**config.mk**
```make
export PLATFORM = sky130hd
export DESIGN_NAME = sequential_normalizer
export DESIGN_NICKNAME = d
export VERILOG_FILES = /design/src/rtl/sequential_normalizer.sv
export SDC_FILE = /design/constraint.sdc
export NUM_CORES = 1
export LEC_CHECK = 0
export CAP_MARGIN = 40
export CORE_UTILIZATION = 54
export DETAILED_ROUTE_END_ITERATION = 8
export PLACE_DENSITY = 0.8
export SLEW_MARGIN = 25
export SYNTH_ARGS = -nofsm -noshare
export SYNTH_HDL_FRONTEND = slang
export SYNTH_SLANG_ARGS = --single-unit
```
**constraint.sdc**
```tcl
create_clock -name Clk -period 2.8 [get_ports Clk]
set_input_delay 0.56 -clock Clk [delete_from_list [all_inputs] [get_ports Clk]]
set_output_delay 0.56 -clock Clk [all_outputs]
set_load 0.005 [all_outputs]
```
**src/rtl/sequential_normalizer.sv**
```systemverilog
// sequential_normalizer
//   Multi-cycle post-add/sub normalizer for the FPU add/sub path. It takes the
//   raw significand (with carry-out bit), the tentative exponent and the sign.
//   It produces a normalized significand, an adjusted exponent and the
//   Zero/Overflow/Underflow flags. Left shifts run one bit per clock.
//
// Ports:
//   Clk          rising-edge clock
//   ResetN       synchronous active-low reset
//   InValid      upstream result valid
//   InReady      block can accept (state == IDLE)
//   InMantissa   raw significand, bit MantSize is the carry-out
//   InExponent   tentative (larger) exponent
//   InSign       result sign
//   OutValid     normalized result valid (state == DONE)
//   OutReady     downstream accepts result
//   OutMantissa  normalized significand
//   OutExponent  adjusted exponent
//   OutSign      result sign (forced 0 on Zero)
//   Zero         result is exactly zero
//   Overflow     exponent saturated to all-ones
//   Underflow    result denormal, shifting stopped at exponent floor
module sequential_normalizer #(
   parameter int MantSize = 8,
   parameter int ExpSize  = 8
) (
   input  logic                Clk,
   input  logic                ResetN,
   input  logic                InValid,
   output logic                InReady,
   input  logic [MantSize:0]   InMantissa,
   input  logic [ExpSize-1:0]  InExponent,
   input  logic                InSign,
   output logic                OutValid,
   input  logic                OutReady,
   output logic [MantSize-1:0] OutMantissa,
   output logic [ExpSize-1:0]  OutExponent,
   output logic                OutSign,
   output logic                Zero,
   output logic                Overflow,
   output logic                Underflow
);

   typedef enum logic [1:0] {
      ST_IDLE = 2'd0,
      ST_NORM = 2'd1,
      ST_DONE = 2'd2
   } state_t;

   localparam logic [MantSize:0]   WIDE_ZERO = {(MantSize+1){1'b0}};
   localparam logic [MantSize-1:0] MANT_ZERO = {MantSize{1'b0}};
   localparam logic [ExpSize-1:0]  EXP_ZERO  = {ExpSize{1'b0}};
   localparam logic [ExpSize-1:0]  EXP_ONE   = {{(ExpSize-1){1'b0}}, 1'b1};
   localparam logic [ExpSize-1:0]  EXP_MAX   = {ExpSize{1'b1}};
   // A carry at or above this exponent would land on the all-ones encoding.
   localparam logic [ExpSize-1:0]  EXP_OVF_TH = {{(ExpSize-1){1'b1}}, 1'b0};

   state_t              state_q, state_d;
   logic [MantSize:0]   m_q, m_d;
   logic [ExpSize-1:0]  e_q, e_d;
   logic                s_q, s_d;
   logic [MantSize-1:0] out_mant_q, out_mant_d;
   logic [ExpSize-1:0]  out_exp_q, out_exp_d;
   logic                out_sign_q, out_sign_d;
   logic                zero_q, zero_d;
   logic                ovf_q, ovf_d;
   logic                unf_q, unf_d;

   // Next-state and working-register computation for the IDLE/NORM/DONE FSM.
   always_comb begin
      state_d    = state_q;
      m_d        = m_q;
      e_d        = e_q;
      s_d        = s_q;
      out_mant_d = out_mant_q;
      out_exp_d  = out_exp_q;
      out_sign_d = out_sign_q;
      zero_d     = zero_q;
      ovf_d      = ovf_q;
      unf_d      = unf_q;

      case (state_q)
         ST_IDLE: begin
            if (InValid) begin
               m_d     = InMantissa;
               e_d     = InExponent;
               s_d     = InSign;
               zero_d  = 1'b0;
               ovf_d   = 1'b0;
               unf_d   = 1'b0;
               state_d = ST_NORM;
            end else begin
               state_d = ST_IDLE;
            end
         end

         ST_NORM: begin
            // Checks are strictly prioritised; only the last one keeps shifting.
            if (m_q == WIDE_ZERO) begin
               out_mant_d = MANT_ZERO;
               out_exp_d  = EXP_ZERO;
               out_sign_d = 1'b0;
               zero_d     = 1'b1;
               state_d    = ST_DONE;
            end else if (m_q[MantSize]) begin
               if (e_q >= EXP_OVF_TH) begin
                  out_mant_d = MANT_ZERO;
                  out_exp_d  = EXP_MAX;
                  ovf_d      = 1'b1;
               end else begin
                  out_mant_d = m_q[MantSize:1];
                  out_exp_d  = e_q + EXP_ONE;
               end
               out_sign_d = s_q;
               state_d    = ST_DONE;
            end else if (e_q == EXP_ZERO) begin
               out_mant_d = m_q[MantSize-1:0];
               out_exp_d  = e_q;
               out_sign_d = s_q;
               state_d    = ST_DONE;
            end else if (m_q[MantSize-1]) begin
               out_mant_d = m_q[MantSize-1:0];
               out_exp_d  = e_q;
               out_sign_d = s_q;
               state_d    = ST_DONE;
            end else if (e_q == EXP_ONE) begin
               // Exponent floor reached before the leading one: denormal.
               out_mant_d = m_q[MantSize-1:0];
               out_exp_d  = EXP_ZERO;
               out_sign_d = s_q;
               unf_d      = 1'b1;
               state_d    = ST_DONE;
            end else begin
               m_d     = {m_q[MantSize-1:0], 1'b0};
               e_d     = e_q - EXP_ONE;
               state_d = ST_NORM;
            end
         end

         ST_DONE: begin
            if (OutReady) begin
               state_d = ST_IDLE;
            end else begin
               state_d = ST_DONE;
            end
         end

         default: begin
            state_d = ST_IDLE;
         end
      endcase
   end

   // State, working and output registers with synchronous active-low reset.
   always_ff @(posedge Clk) begin
      if (!ResetN) begin
         state_q    <= ST_IDLE;
         m_q        <= WIDE_ZERO;
         e_q        <= EXP_ZERO;
         s_q        <= 1'b0;
         out_mant_q <= MANT_ZERO;
         out_exp_q  <= EXP_ZERO;
         out_sign_q <= 1'b0;
         zero_q     <= 1'b0;
         ovf_q      <= 1'b0;
         unf_q      <= 1'b0;
      end else begin
         state_q    <= state_d;
         m_q        <= m_d;
         e_q        <= e_d;
         s_q        <= s_d;
         out_mant_q <= out_mant_d;
         out_exp_q  <= out_exp_d;
         out_sign_q <= out_sign_d;
         zero_q     <= zero_d;
         ovf_q      <= ovf_d;
         unf_q      <= unf_d;
      end
   end

   assign InReady     = (state_q == ST_IDLE);
   assign OutValid    = (state_q == ST_DONE);
   assign OutMantissa = out_mant_q;
   assign OutExponent = out_exp_q;
   assign OutSign     = out_sign_q;
   assign Zero        = zero_q;
   assign Overflow    = ovf_q;
   assign Underflow   = unf_q;

endmodule

```
[Word level (Yosys, flattened, before mapping)]
Cells that the tools add are included.
Cells by class
  multiplexer cells: 52
  add/subtract/negate cells: 2
  $lt $le $gt $ge: 1
  reductions and logical operators: 13
  eq/ne operators: 13
Operators by type and width (count)
  $mux 8: 21
  $mux 9: 3
  $ne 2x2->1 const B: 10
  $pmux 9 s2: 1
  $mux 1: 16
  $pmux 8 s2: 1
  $reduce_and 7->1: 2
  $mux 2: 6
  $reduce_and 5->1: 2
  $logic_not 9->1: 1
  $add 8x1->8 const B: 1
  $eq 8x1->1 const B: 1
  $ge 8x8->1 const B: 1
  $logic_not 8->1: 1
  $sub 8x1->8 const B: 1
  $pmux 1 s2: 3
  $pmux 2 s3: 1
  $reduce_and 3->1: 2
  $reduce_bool 5->1: 1
  $reduce_and 2->1: 2
  $eq 2x1->1 const B: 1
  $eq 2x2->1 const B: 1
  $logic_not 2->1: 1
  $reduce_bool 2->1: 1
Storage, ports and cells
  register bits after elaboration: 40
  output and inout port bits: 22
  input port bits: 22

[Longest topological paths before layout]
  depth in word-level cells: 7
  depth in mapped cells: 8

[Least setup slack after synthesis]
No wires, ideal clock.
  kind: reg-to-reg
  from: register e_q[0]
  to: register out_mant_q[6], in the netlist OutMantissa[6]
  buffers on the path: 1
  slack: 1142 ps
  stages on the path, launching flop included: 8
  period minus slack after synthesis: 1658 ps
  required time: 2659 ps
  arrival time: 1518 ps
  cell sequence: dfxtp_1 > inv_1 > ha_1 > o2111ai_1 > or2_1 > buf_4 > a311oi_1 > nor3_1
On the way
  cells in the longest elaborated chain, start to end: 4
  elaborated cells on any way between the ends: 9
  classes of those cells: order compare: 1; eq/ne: 1; mux: 4; reduce/logical: 3
Ends and longest elaborated chain
  from (decl): RTL line 60  | logic [ExpSize-1:0] e_q, e_d;
  from (signal assigned): RTL line 159  | e_q <= EXP_ZERO;
  from (signal assigned): RTL line 170  | e_q <= e_d;
  $ge 8x8->1 / $logic_not 8->1 (equally long branches): RTL line 106, 116
  $mux 8, on equally long branches: RTL line 106, 116
  $mux 8: RTL line 105  | end else if (m_q[MantSize]) begin
  $mux 8: RTL line 99  | if (m_q == WIDE_ZERO) begin
  to (signal assigned): RTL line 172  | out_mant_q <= out_mant_d;
  to (decl): RTL line 62  | logic [MantSize-1:0] out_mant_q, out_mant_d;
Several ways; a longest one is shown, not always the timed one.
A chain may end at the register's enable or synchronous reset.

[Final worst setup path]
  from: register e_q[0]
  to: register out_exp_q[2], in the netlist OutExponent[2]
On the way
  cells in the longest elaborated chain, start to end: 4
  elaborated cells on any way between the ends: 10
  classes of those cells: add/sub: 1; order compare: 1; eq/ne: 1; mux: 4; reduce/logical: 3
Ends and longest elaborated chain
  $add 8x1->8, or another cell as far along: RTL line 112  | out_exp_d = e_q + EXP_ONE;
  $mux 8, on equally long branches: RTL line 106, 116
  $mux 8: RTL line 105
  $mux 8: RTL line 99
  to (signal assigned): RTL line 173  | out_exp_q <= out_exp_d;
  to (decl): RTL line 63  | logic [ExpSize-1:0] out_exp_q, out_exp_d;
Several ways; a longest one is shown, not always the timed one.

==> flow_metrics.tcl <==
set metrics [dict create \
    status "complete, no violations" \
    clock.fmax_mhz 459.7 \
    ys_types 60 \
    synth-seq-area-share 0.3351 \
    antenna_found_initial 0 \
    setup_slack_ps 624.8 \
    cp_data_required_time_ps 3030 \
    clock_latency_ps 300 \
    relSlewSlack 0.6596 \
    portBuffers 43 \
    maxCapViolCount 0 \
    die_y_um 68.53 \
    syn2layout_area_growth_pct 23.51 \
    vias_per_cell 6.316 \
    syn_inst 281 \
    skew_ps 4.774 \
    synth_fp_nets 308 \
    drv_slew 0 \
    die_w_um 68.53 \
    crit_path_end_kind "register" \
    nets 346 \
    synth_area_sq_mm 0.002390 \
    crit_slowest_cell "dfxtp_1" \
    tritoncts "built" \
    worst_pin_slew_ps 510.7 \
    cts_max_level 2 \
    endpoint "OutExponent[2]" \
    crit_fanout 10 \
    vias 2337 \
    drt_wl_total_um 6457 \
    startpoint_type "register" \
    fp.dieArea_sq_mm 0.004696 \
    cts_setup_buffers 0 \
    dr.pass1.iters 5 \
    gp_congestion 0.9304 \
    rsz0062_at_grt "no" \
    clockRootBuffer "clkbuf_8" \
    ys_warn_count 0 \
    startpoint "e_q[0]" \
    synthFlopType "dfxtp_1" \
    synth_edf_count 0 \
    drive_gt1_frac 0.1344 \
    arrival_ps 2410 \
    num_rows 23 \
    max_stage_delay_ps 470 \
    hp-start "OutExponent[4]" \
    finalPower_mw 3.300 \
    ys_ff_latch 40 \
    grt_max_degree 20 \
    setup_tns_ps 0 \
    min_path_type "register to register" \
    period_minus_slack_ps 2175 \
    period_share 0.7769 \
    p_per_area_mw_per_mm2 1118 \
    ctsHoldBuffers 0 \
    antenna_cells 0 \
    mostFrequentLayoutCells "clkdlybuf4s50_1, dfxtp_1, a21oi_1, nor2_1, nand2_1" \
    drt_iter0_markers 251 \
    timing.reg2reg.worst_path_depth 7 \
    clock_sinks 40 \
    track_usage 0.3035 \
    dp_hpwl_um 4543 \
    regToRegSetupSlack_ps 620 \
    ir_drop_uv 544.1 \
    criticalPathCategory "register to register" \
    p_leak_nw 1.053 \
    cts.clk_slew.worst_paths_ps 80 \
    drtAntennaViolNets 0 \
    num-fill-cells 333 \
    dp_slack_ps 600.0 \
    drc 0 \
    finalHoldViolations 0 \
    grt_pass1_vias 2153 \
    overflow 0 \
    rr_endpoint "OutExponent[2]" \
    ys_async_sr_fraction 0 \
    coreArea_sq_mm 0.004115 \
    cts_inserted_buffers 5 \
    grt_first_pass_wirelength_um 10420 \
    setup_viol 0 \
    post_drt_wl_per_cell_um 17.45 \
    start_util 0.5807 \
    reg2reg_from "e_q[0]" \
    final_common_cell "clkdlybuf4s50_1" \
    syn_area_per_cell_sq_um 8.505 \
    cts-resized-gates 0 \
    crit_chain "inv_1 > ha_1 > o211ai_2 > a31o_1 > buf_4 > nand2_1 > a21oi_1" \
    num_io_pins 44 \
    clk_path_buf_depth 2 \
]
## where the power goes
group          internal, mW  switching (mW)
registers             0.743           0.273
logic                 0.746            1.01
clock network         0.315           0.210
## synth_stat cells, types with 5 or more instances
cell type | number | area share
dfxtp_1 | 40 | 0.34
clkbuf_1 | 8 | 0.013
a211oi_2 | 7 | 0.037
nor2_1 | 25 | 0.039
a21oi_1 | 29 | 0.061
o21ai_0 | 7 | 0.015
nor2b_1 | 9 | 0.024
a311oi_1 | 7 | 0.026
ha_1 | 5 | 0.026
nand3_1 | 11 | 0.023
inv_1 | 8 | 0.013
nor3_1 | 11 | 0.023
nand2_1 | 19 | 0.030
o211ai_1 | 5 | 0.016
a32oi_1 | 6 | 0.022
## through the flow
stage | area, sq um | utilization | hold slack [ps] | instances
after floorplan | 2390 | - | 438.4 | 281
after global placement | 2825 | 0.6865 | 445.2 | 362
after detailed placement | 2825 | 0.6865 | 454.7 | 362
after CTS | 2952 | 0.7172 | 468.7 | 370
after global routing | 2952 | 0.7172 | 488.7 | 370
final | 2952 | 0.7172 | 465.6 | 370
## critical path, delay by kind of cell, from the launching register on
kind | cells | cell delay (ps)
buffers and inverters | 2 | 450
adders and majority gates | 1 | 280
AOI/OAI and AO/OA | 3 | 840
DFF | 1 | 470
and+or+nand+nor | 1 | 70
## sequential cells by signal (all words and copies together), names as in the netlist
signal	count
Zero	1
Overflow	1
m_q	9
s_q	1
OutExponent	8
OutMantissa	8
Underflow	1
e_q	8
OutSign	1
state_q	2
## worst min-delay path by stage
stage	to	slack [ps]	depth (start not counted)
2_1_floorplan	OutSign	440	2
3_3_place_gp	OutExponent[3]	450	2
3_5_place_dp	OutExponent[6]	450	2
4_1_cts	OutExponent[4]	470	2
5_1_grt	OutExponent[3]	490	2
6_report	OutExponent[4]	470	2
## cell type report
cell class                 instances  area, sq um  area share
multi-input combinational        212         1434      0.4858
clock inverter                     1        30.03     0.01017
sequential                        40        800.8      0.2713
clock buffer                       7        96.34     0.03264
timing repair buffer              52        498.0      0.1687
inverter                           8        30.03     0.01017
tap                               50        62.56     0.02120
## cells by family (layout without fill, tap and decap cells)
logic type                 after synthesis  after routing  share of synthesized area
and+or+nand+nor                        104            104                     0.2403
buffers and inverters                   29             68                    0.06492
AOI/OAI and AO/OA                      102            102                     0.3298
adders and majority gates                5              5                    0.02618
DFF                                     40             40                     0.3351
xor gates and xnor gates                 1              1                   0.003666
## layer usage
metal / part of all wire / track usage / wire length [um] / vias to the layer above
met5: 0 / 0 / 0 / -
met4: 0.015 / 0.1406 / 97 / 0
met3: 0.081 / 0.05428 / 520 / 10
met2: 0.45 / 0.4767 / 2924 / 96
met1: 0.45 / 0.4010 / 2914 / 1103
li1: - / - / - / 1128
Power figures use the tool's default switching activity.
